===== config.mk =====
export PLATFORM = sky130hd
export DESIGN_NAME = mem_access_unit
export DESIGN_NICKNAME = d
export VERILOG_FILES = /design/src/rtl/mau_pkg.sv /design/src/rtl/mem_access_unit.sv
export SDC_FILE = /design/constraint.sdc
export NUM_CORES = 1
export LEC_CHECK = 0
export ABC_CLOCK_PERIOD_IN_PS = 3700
export BUFFER_PORTS_ARGS = -buffer_cell sky130_fd_sc_hd__buf_4
export CORE_AREA = 2 2 93 95
export DETAILED_ROUTE_END_ITERATION = 7
export DIE_AREA = 0 0 95 97
export GPL_TIMING_DRIVEN = 1
export PLACE_DENSITY_LB_ADDON = 0.05
export SLEW_MARGIN = 5
export SYNTH_ARGS = -nofsm -noshare
export SYNTH_HDL_FRONTEND = slang
export SYNTH_SLANG_ARGS = --single-unit

===== constraint.sdc =====
create_clock -name clk -period 3.7 [get_ports clk]
set_input_delay 0.74 -clock clk [delete_from_list [all_inputs] [get_ports clk]]
set_output_delay 0.74 -clock clk [all_outputs]
set_load 0.01 [all_outputs]

===== src/rtl/mau_pkg.sv =====
// Shared definitions for the memory access unit: op encodings, FSM states and
// default datapath widths.
package mau_pkg;

  localparam int ADDR_W_DEF = 8;
  localparam int DATA_W_DEF = 8;

  localparam logic [1:0] OP_LOAD  = 2'b00;
  localparam logic [1:0] OP_STORE = 2'b01;
  localparam logic [1:0] OP_ADDM  = 2'b10;
  localparam logic [1:0] OP_SWAP  = 2'b11;

  typedef enum logic [2:0] {
    IDLE,
    RD,
    CAP,
    WR,
    RESP
  } state_e;

endpackage


===== src/rtl/mem_access_unit.sv =====
// Load/store/read-modify-write sequencer between the execute stage and an
// 8-bit data memory with one-cycle registered read latency.
//
// state | meaning
// IDLE  | req_ready high, waiting for a request
// RD    | mem_read high for one cycle at the effective address
// CAP   | read data available; capture old value, form the write value
// WR    | mem_write high for one cycle
// RESP  | resp_valid pulse with resp_data/resp_carry
module mem_access_unit
  import mau_pkg::*;
#(
  parameter int ADDR_W = ADDR_W_DEF,
  parameter int DATA_W = DATA_W_DEF
) (
  input  logic              clk,
  input  logic              reset,
  input  logic              req_valid,
  output logic              req_ready,
  input  logic [1:0]        req_op,
  input  logic [ADDR_W-1:0] req_base,
  input  logic [ADDR_W-1:0] req_offset,
  input  logic [DATA_W-1:0] req_wdata,
  output logic              resp_valid,
  output logic [DATA_W-1:0] resp_data,
  output logic              resp_carry,
  output logic [ADDR_W-1:0] mem_address,
  output logic              mem_read,
  output logic              mem_write,
  output logic [DATA_W-1:0] mem_wdata,
  input  logic [DATA_W-1:0] mem_rdata
);

  state_e            state, state_nxt;
  logic [1:0]        op_q;
  logic [DATA_W-1:0] wdata_q;
  logic [DATA_W-1:0] old_q;
  logic              carry_q;
  logic              accept;
  logic [ADDR_W-1:0] ea;
  logic [DATA_W:0]   sum;

  assign req_ready = (state == IDLE);
  assign accept    = req_valid && (state == IDLE);
  assign ea        = req_base + req_offset;
  assign sum       = {1'b0, mem_rdata} + {1'b0, wdata_q};

  always_comb begin
    state_nxt = state;
    unique case (state)
      IDLE: if (accept) state_nxt = (req_op == OP_STORE) ? WR : RD;
      RD:   state_nxt = CAP;
      CAP:  state_nxt = (op_q == OP_LOAD) ? RESP : WR;
      WR:   state_nxt = RESP;
      RESP: state_nxt = IDLE;
      default: state_nxt = IDLE;
    endcase
  end

  always_ff @(posedge clk) begin
    if (reset) state <= IDLE;
    else       state <= state_nxt;
  end

  // Memory strobes and the response are registered off the next state so
  // they line up exactly with the RD/WR/RESP cycles.
  always_ff @(posedge clk) begin
    if (reset) begin
      op_q        <= OP_LOAD;
      wdata_q     <= '0;
      old_q       <= '0;
      carry_q     <= 1'b0;
      mem_address <= '0;
      mem_read    <= 1'b0;
      mem_write   <= 1'b0;
      mem_wdata   <= '0;
      resp_valid  <= 1'b0;
      resp_data   <= '0;
      resp_carry  <= 1'b0;
    end else begin
      mem_read   <= (state_nxt == RD);
      mem_write  <= (state_nxt == WR);
      resp_valid <= (state_nxt == RESP);

      if (accept) begin
        op_q        <= req_op;
        wdata_q     <= req_wdata;
        mem_address <= ea;
        if (req_op == OP_STORE) mem_wdata <= req_wdata;
      end

      if (state == CAP) begin
        old_q   <= mem_rdata;
        carry_q <= (op_q == OP_ADDM) && sum[DATA_W];
        if (op_q == OP_ADDM)      mem_wdata <= sum[DATA_W-1:0];
        else if (op_q == OP_SWAP) mem_wdata <= wdata_q;
        if (op_q == OP_LOAD) begin
          resp_data  <= mem_rdata;
          resp_carry <= 1'b0;
        end
      end

      if (state == WR) begin
        resp_data  <= (op_q == OP_STORE) ? wdata_q : old_q;
        resp_carry <= (op_q == OP_ADDM) ? carry_q : 1'b0;
      end
    end
  end

endmodule


======== Word-level counts from Yosys, hierarchy flattened ========
Cells that the tools add are included.
word-level totals
  ROM bits ................................ 0
  flip-flop bits (word level) ............. 50
  word-level logic and storage cells ...... 48
  bits in writable memories ............... 0
  memories kept ........................... 0
  latch bits .............................. 0
  input bits .............................. 37
  output and inout bits ................... 29
operators by class
  multiplexer cells ....................... 17
  multipliers ............................. 0
  bitwise logic cells ..................... 0
  eq/ne operators ......................... 10
  order comparisons ....................... 0
  divide/modulo/power cells ............... 0
  shift-type cells ........................ 0
  $add $sub $neg .......................... 2
  reduce and logical (&&, ||, !) cells .... 7
operators by type and width
  operator                                                                count
  8-bit two-way mux                                                       9
  3-bit one-hot mux with 4 select lines                                   1
  8-bit by 8-bit adder with 9-bit output                                  1
  3-bit by 2-bit equality test with 1-bit output (second input constant)  3
  8-bit adder                                                             1
  3-bit by 1-bit equality test with 1-bit output (second input constant)  2
  3-bit two-way mux                                                       2
  2-bit by 1-bit equality test with 1-bit output (second input constant)  2
  2-bit equality test (second input constant)                             2
  1-bit two-way mux                                                       4
  2-bit nonzero test                                                      2
  3-bit equality test (second input constant)                             1
  3-bit logical NOT                                                       1
  1-bit logical AND                                                       2
  2-bit logical NOT                                                       1
  2-bit two-way mux                                                       1
  2-bit AND reduction                                                     1

======== Longest topological paths before layout ========
Gate-level depths: netlist of the first run.
  depth after elaboration ................. 6
  mapped depth ............................ 8
  depth with buffers taken out ............ 8

======== Least setup slack after synthesis of the first run ========
Ideal clock, no wire load.
  kind .................................... input -> register
  from .................................... in mem_rdata[0]
  to ...................................... reg carry_q
  path slack .............................. 1442 ps
  stages on the path ...................... 8
  arrival ................................. 2163 ps
  required time ........................... 3605 ps
  cell sequence ........................... ha_1 > inv_1 > fa_1 > nor2b_1 > o31ai_1 > a211oi_1 > o21ai_0 > a221oi_1
between the ends
  cells in the longest elaborated chain, start to end .. 2
ends and longest elaborated chain
  what                                    line                   source
  from (decl)                             mem_access_unit.sv:31  input logic [DATA_W-1:0] mem_rdata
  8-bit by 8-bit adder with 9-bit output  mem_access_unit.sv:46  assign sum = {1'b0, mem_rdata} + {1'b0, wdata_q};
  1-bit logical AND                       mem_access_unit.sv:94  carry_q <= (op_q == OP_ADDM) && sum[DATA_W];
  to (signal assigned)                    mem_access_unit.sv:94
  to (decl)                               mem_access_unit.sv:38  logic carry_q;
No other way between the ends.
A chain may end at the register's enable or synchronous reset.

======== Final worst setup path of the first run ========
Same ends and word-level chain as after synthesis.

==> metrics.md, run 1 <==
| Metric | Value |
|---|---|
| Worst stage delay on the critical path | about 370 ps |
| R2R cell count | 5 |
| Initial Utilization | 0.334 |
| Hold path cells | 2 |
| Vias in the first global route | 2311 |
| Worst Min Path Start | old_q[3] |
| Design Area, Final | 3350 µm² |
| Reg2reg end | resp_data[0] |
| Gate power share | 0.283 |
| Worst EP required | 3910 ps |
| Area of the core | 8130 µm² |
| Count of final hold-check violations | 0 |
| Avg WL per Cell | 14.9 µm |
| Switching Fraction | 0.320 |
| Multi-input gate area | about 1600 µm² |
| CP Buf/Inv Count | 2 |
| CTS Sinks | 50 |
| Crit path max-delay family | compound AO/OA/AOI/OAI gates |
| GRT busiest layer | met2 |
| Synthesized instance count | 330 |
| Slowest cell on crit path | fa_1 |
| Leakage power | 0.00147 µW |
| Synthesis Warnings | 0 |
| Top_reg_cell synth | dfxtp_1 |
| Root Driver | clkbuf_8 |
| P&R area growth vs syn | 23.2% |
| P_int | between 900 and 1000 µW |
| First-pass GRT wire length | 12.0 mm |
| Detailed Route WL | 7.29 mm |
| Mapped Area | ~2700 µm² |
| CTS H-tree lvls | 2 |
| Fin crit share | 0.614 |
| Number of enable flip-flop cells after synthesis | 0 |
| Min-Delay Path Class | reg2reg |
| Met2 usage | 0.255 |
| Hpwl dp | 5.20 mm |
| Total CTS buffers | 5 |
| Post-route clock skew | 5.41 ps |
| Largest net degree at the start of global routing | 53 |
| Layout cells sized above 1 | 0.193 |
| Post-Syn Nets | 384 |
| DRC | 0 |
| Peak VDD IR | between 0.00015 and 0.0002 V |
| 1st-pass router iterations | 4 |
| CTS resizes | 0 |
| Hold Buf Count CTS | 0 |
| Measured slew at the worst slew-check pin | 976 ps |
| Max-slew headroom | 0.348 |
| Setup violators final | 0 |
| Max Clk Rate | between 400 and 500 MHz |
| Post-layout min period | 2270 ps |
| Via density | 5.02 |
| Cell Chain, Critical Path | buf_4 -> ha_1 -> inv_1 -> fa_1 -> nor2b_1 -> o31ai_1 -> a211oi_1 -> o21ai_0 -> a221oi_1 |
| Clock Latency Late Sink | 300 ps |
| Flop2flop setup slack | 1440 ps |
| DIE WIDTH | roughly 95 µm |
| FILL cells | 840 |
| Setup CP Type | in2reg |
| TritonCTS clock tree | built |
| Area after DPL | 3270 µm² |
| Layout Nets | about 440 |
| Final Util | 0.412 |
| Final slew viol count | 0 |
| GR Layer Usage met3 | 0.0405 |
| Clk pin slew, worst setup/hold paths | 90 ps |
| # rows | 33 |
| Startpoint Class | input port |
| Vias | 2453 |
| Final GP Congestion | 0.779 |
| Diode count | 0 |
| Post-synthesis sequential area ratio | 0.368 |
| Status | finished, final reports clean |
| Syn Area/Cell | 8.24 µm² |
| RSZ-0062 raised after global routing | no |
| Crit path max fanout | 3 |
| PortBufs | 65 |
| Antenna violations before repair | 0 |
| Share of flip-flops with an asynchronous set or reset | 0 |
| Clock network fraction of design power | 0.241 |
| Reg area | 1000 µm² |
| Met1 usage | 0.223 |
| Die area | 9220 µm² |
| Hold path endpoint | old_q[3] |
| GRT overflow | 0 |
| Post-CTS setup buffers | 0 |
| R2r startpoint | op_q[0] |
| Cell variety after synth | 41 |
| Switch Pwr | 428 µW |
| PwrDens | 400 nW/µm² |
| Die Height | 97 µm |
| Antenna Nets Post-Route | 0 |
| GRT Util Overall | 0.164 |
| Setup TNS | 0 ps |
| Max_cap viols | 0 |
| Crit path DAT | around 2500 ps |
| Detailed Route Iter0 Violations | 69 |
| # IOs | 66 |
| Clock buffer depth | 2 |
| Critical path depth | 9 |
| Share of power burned in registers | 0.476 |
| Capturing element type of the critical path | register |
| #FFs+latches synth | 50 |
==> placed cells by master, fill, tap and decap left out, types with 2 or more instances in the layout <==
cell       n
o21bai_1   2
nor4b_1    3
a21o_1     3
nand4b_1   2
xnor2_1    5
o41ai_1    2
nor2_1    24
a21oi_1   39
nand2_1   64
mux2i_1   24
nor2b_1    7
a211oi_1  12
dfxtp_1   50
and2_1     2
a31oi_1    2
o21ai_0   16
nand3b_1   4
fa_1       2
nor3_1     3
clkbuf_8   6
a221oi_1   2
inv_1      8
nand3_1    2
o21a_1     2
buf_4     67
a211o_1    2
ha_1      15
o22ai_1    4
==> flip-flops by register name, summed over array words and instances, names as in the netlist <==
name and count:
state 3, mem_wdata 8, old_q 8, resp_valid 1, wdata_q 8, mem_read 1
mem_write 1, mem_address 8, resp_data 8, carry_q 1, resp_carry 1, op_q 2
==> per-layer routing <==
metal	part of all wire	up-vias
met5	0	-
met4	0.012	0
met3	0.050	6
met2	0.44	63
met1	0.49	1114
li1	-	1270
==> power by group through the flow <==
stage	Combinational, µW	Clock, µW	Sequential (µW)
2_1_floorplan	244	0	642
3_5_place_dp	383	0	650
5_1_grt	430	361	644
3_3_place_gp	382	0	649
4_1_cts	384	343	638
6_report	380	323	637
==> cells by family after synthesis <==
logic type / synth area share
flip-flops: 0.368
adder cells (fa/ha/maj): 0.0838
AND/OR/NAND/NOR: 0.195
XOR/XNOR: 0.0161
AO/OA/AOI/OAI: 0.206
buffers and inverters: 0.0428
multiplexers: 0.0884
==> layout make-up <==
cell class	instances	area share
inverter	8	0.00897
timing repair buffer	67	0.150
tap	105	0.0392
multi-input combinational	253	0.478
sequential	50	0.299
clock buffer	6	0.0247
==> tightest hold or removal path, cell delays in order (launching register included) <==
cell,delay (ps)
dfxtp_1,320
nand2_1,50
a21oi_1,50
==> worst max-delay path by stage <==
| stage | from | to |
|---|---|---|
| after global placement | mem_rdata[0] | carry_q |
| after detailed placement | mem_rdata[0] | carry_q |
| after global routing | mem_rdata[0] | carry_q |
| after floorplan | mem_rdata[0] | carry_q |
| final | mem_rdata[0] | carry_q |
| after CTS | op_q[0] | resp_data[0] |
==> synthesized netlist by cell type, types with 3 or more instances <==
cell type	count	area, µm²
o22ai_1	4	25.0
a21o_1	3	22.5
mux2i_1	24	240
o21ai_0	16	80.1
a21oi_1	39	195
dfxtp_1	50	1000
nand2_1	64	240
nor4b_1	3	26.3
nor2_1	24	90.1
clkbuf_1	13	48.8
a211oi_1	12	90.1
xnor2_1	5	43.8
buf_2	3	15.0
nor2b_1	7	43.8
ha_1	15	188
inv_1	8	30.0
nor3_1	3	15.0
nand3b_1	4	30.0
==> through the flow <==
stage / std cells / setup slack, ps / hold slack (ps) / power (µW)
after floorplan: 330 / 1440 / 436 / 886
after global placement: 483 / 1180 / 440 / 1030
after detailed placement: 483 / 1130 / 446 / 1030
after CTS: 489 / 1380 / 459 / 1360
after global routing: 489 / 1150 / 479 / 1440
final: 489 / 1430 / 458 / 1340
Power figures use the tool's default switching activity.
==> run 2: changes to the inputs <==
--- a/config.mk
+++ b/config.mk
@@ -5,7 +5,7 @@
 export SDC_FILE = /design/constraint.sdc
 export NUM_CORES = 1
 export LEC_CHECK = 0
-export ABC_CLOCK_PERIOD_IN_PS = 3700
+export ABC_CLOCK_PERIOD_IN_PS = 2100
 export BUFFER_PORTS_ARGS = -buffer_cell sky130_fd_sc_hd__buf_4
 export CORE_AREA = 2 2 93 95
 export DETAILED_ROUTE_END_ITERATION = 7
==> constraint.sdc (replaced) <==
create_clock -name clk -period 2.1 [get_ports clk]
set_input_delay 0.42 -clock clk [delete_from_list [all_inputs] [get_ports clk]]
set_output_delay 0.42 -clock clk [all_outputs]
set_load 0.01 [all_outputs]
==> run 2 against run 1 <==
Core utilization increased by 1.6 points. Power is 81% higher. Non-clock buffer count rose by 15. Die area unchanged. Count of clock-buffer cells in the layout grew 1. Routed wire length is 1.2% lower. Sequential share of layout area is 1.1 points lower. Register-to-register slack got worse by 1300 ps. Setup slack lost 1300 ps. Via count rose by 1.4%. Flip-flop and latch count unchanged. Critical path type is now reg2reg.
==> metrics.md, run 2 (synthesis results as in run 1) <==
| Metric | Value |
|---|---|
| Status | finished, final reports clean (unchanged) |
| Cell count after placement | 498 (was 483) |
| Vias in the first global route | 2468 (was 2311) |
| PortBufs | 65 (unchanged) |
| Max_cap viols | 0 (unchanged) |
| Clock buffer depth | 2 (unchanged) |
| # IOs | 66 (unchanged) |
| Total CTS buffers | 5 (unchanged) |
| Crit path max fanout | 3 (unchanged) |
| CTS H-tree lvls | 2 (unchanged) |
| Clock Latency Late Sink | 310 ps (was 300 ps) |
| Largest net degree at the start of global routing | 32 (was 53) |
| First-pass GRT wire length | 12.0 mm (about the same) |
| DIE WIDTH | 95 µm (unchanged) |
| TritonCTS clock tree | built (unchanged) |
| Hold path cells | 3 (was 2) |
| PwrDens | 696 nW/µm² (was 400 nW/µm²) |
| Hold Buf Count CTS | 0 (unchanged) |
| Layout Cells excl Fill | 506 (was 489) |
| Max Clk Rate | a little over 500 MHz |
| P&R area growth vs syn | 28.0% (was 23.2%) |
| Leakage power | 0.00154 µW (was 0.00147 µW) |
| CTS resizes | 0 (unchanged) |
| Flop2flop setup slack | 160 ps (was 1440 ps) |
| Reg2reg end | carry_q (was resp_data[0]) |
| Final GP Congestion | 0.838 (was 0.779) |
| Die Height | 97 µm (unchanged) |
| Area of the core | 8130 µm² (unchanged) |
| Setup CP Type | reg2reg (was in2reg) |
| Worst EP required | 2330 ps (was 3910 ps) |
| GRT Util Overall | 0.165 (was 0.164) |
| 1st-pass router iterations | 4 (unchanged) |
| Post-layout min period | just under 2000 ps |
| Post-route clock skew | 6.82 ps (was 5.41 ps) |
| Measured slew at the worst slew-check pin | 512 ps (was 976 ps) |
| CTS Sinks | 50 (unchanged) |
| Initial Utilization | 0.334 (unchanged) |
| DRC | 0 (unchanged) |
| Post-CTS setup buffers | 0 (unchanged) |
| Peak VDD IR | 0.000258 V (was 0.000154 V) |
| Hold path endpoint | wdata_q[5] (was old_q[3]) |
| RSZ-0062 raised after global routing | no (unchanged) |
| Count of final hold-check violations | 0 (unchanged) |
| Most frequent cells in the layout | 82 x buf_4, 64 x nand2_1, 50 x dfxtp_1 (was 67 x buf_4, 64 x nand2_1, 50 x dfxtp_1) |
| Capturing element type of the critical path | register (unchanged) |
| GRT overflow | 0 (unchanged) |
| Worst Min Path Start | req_wdata[5] (was old_q[3]) |
| Fin crit share | 0.922 |
| Final slew viol count | 0 (unchanged) |
| Clk pin slew, worst setup/hold paths | 90 ps (about the same) |
| Antenna violations before repair | 0 (unchanged) |
| Via density | 4.92 (was 5.02) |
| Die area | 9220 µm² (unchanged) |
| Layout Nets | 454 (was 439) |
| R2R cell count | 8 (was 5) |
| Hpwl dp | 5.34 mm (was 5.20 mm) |
| Startpoint Class | register (was input port) |
| Antenna Nets Post-Route | 0 (unchanged) |
| Vias | 2488 (was 2453) |
| R2r startpoint | wdata_q[0] (was op_q[0]) |
| Fin Hold WS | 356 ps (was 458 ps) |
| Max-slew headroom | 0.658 (was 0.348) |
| Commonest non-fill, non-tap cell in the layout | buf_4 (unchanged) |
| Detailed Route WL | 7.20 mm (was 7.29 mm) |
| Diode count | 0 (unchanged) |
| # rows | 33 (unchanged) |
| Avg WL per Cell | 14.2 µm (was 14.9 µm) |
| Layout cells sized above 1 | 0.229 (was 0.193) |
| Min-Delay Path Class | in2reg (was reg2reg) |
| Setup violators final | 0 (unchanged) |
| Detailed Route Iter0 Violations | 86 (was 69) |
| Crit path DAT | 2160 ps (was 2490 ps) |
| Root Driver | clkbuf_8 (unchanged) |
run 2: cell type report:
class,count,area (µm²)
Clock buffer,7,86.3
Clock inverter,1,5.00
Fill cell,842,4650
Inverter,8,30.0
Multi-Input combinational cell,253,1610
Sequential cell,50,1000
Tap cell,105,131
Timing Repair Buffer,82,616
run 2: per-stage QoR:
| step | worst slack, ps | util | setup TNS [ps] | area, µm² | power [µW] |
|---|---|---|---|---|---|
| floorplan | 162 | - | 0 | 2720 | 1560 |
| global placement | -18.6 | 0.415 | -18.6 | 3380 | 1850 |
| detailed placement | -74.2 | 0.415 | -74.2 | 3380 | 1850 |
| CTS | 107 | 0.427 | 0 | 3470 | 2460 |
| global route | 38.9 | 0.428 | 0 | 3480 | 2590 |
| finish | 163 | 0.428 | 0 | 3480 | 2420 |
run 2: critical path, cell delays in order (launching register included):
cell and delay [ps]:
dfxtp_1 340, ha_1 160, inv_1 50, fa_1 380, nor2b_2 150, o31ai_1 110, a211oi_1 330, o21ai_1 120
a221oi_2 210
run 2: worst max path at each step:
stage	start	to	slack [ps]
after global routing	wdata_q[0]	carry_q	40
after CTS	wdata_q[0]	carry_q	110
after global placement	mem_rdata[0]	carry_q	-20
after detailed placement	mem_rdata[0]	carry_q	-70
final	wdata_q[0]	carry_q	160
after floorplan	mem_rdata[0]	carry_q	160
run 2: metal layers:
metal,track usage,up-vias,part of all wire
met4,0.0502,0,0.016
met5,0,-,0
li1,-,1307,-
met3,0.0350,8,0.049
met2,0.254,60,0.44
met1,0.229,1113,0.49
run 2: where the power goes:
part	leakage (µW)	switching [µW]	total [µW]	internal, µW
registers	0.000408	76.1	1110	1040
clock network	0.0000482	327	594	267
logic	0.00109	370	716	346
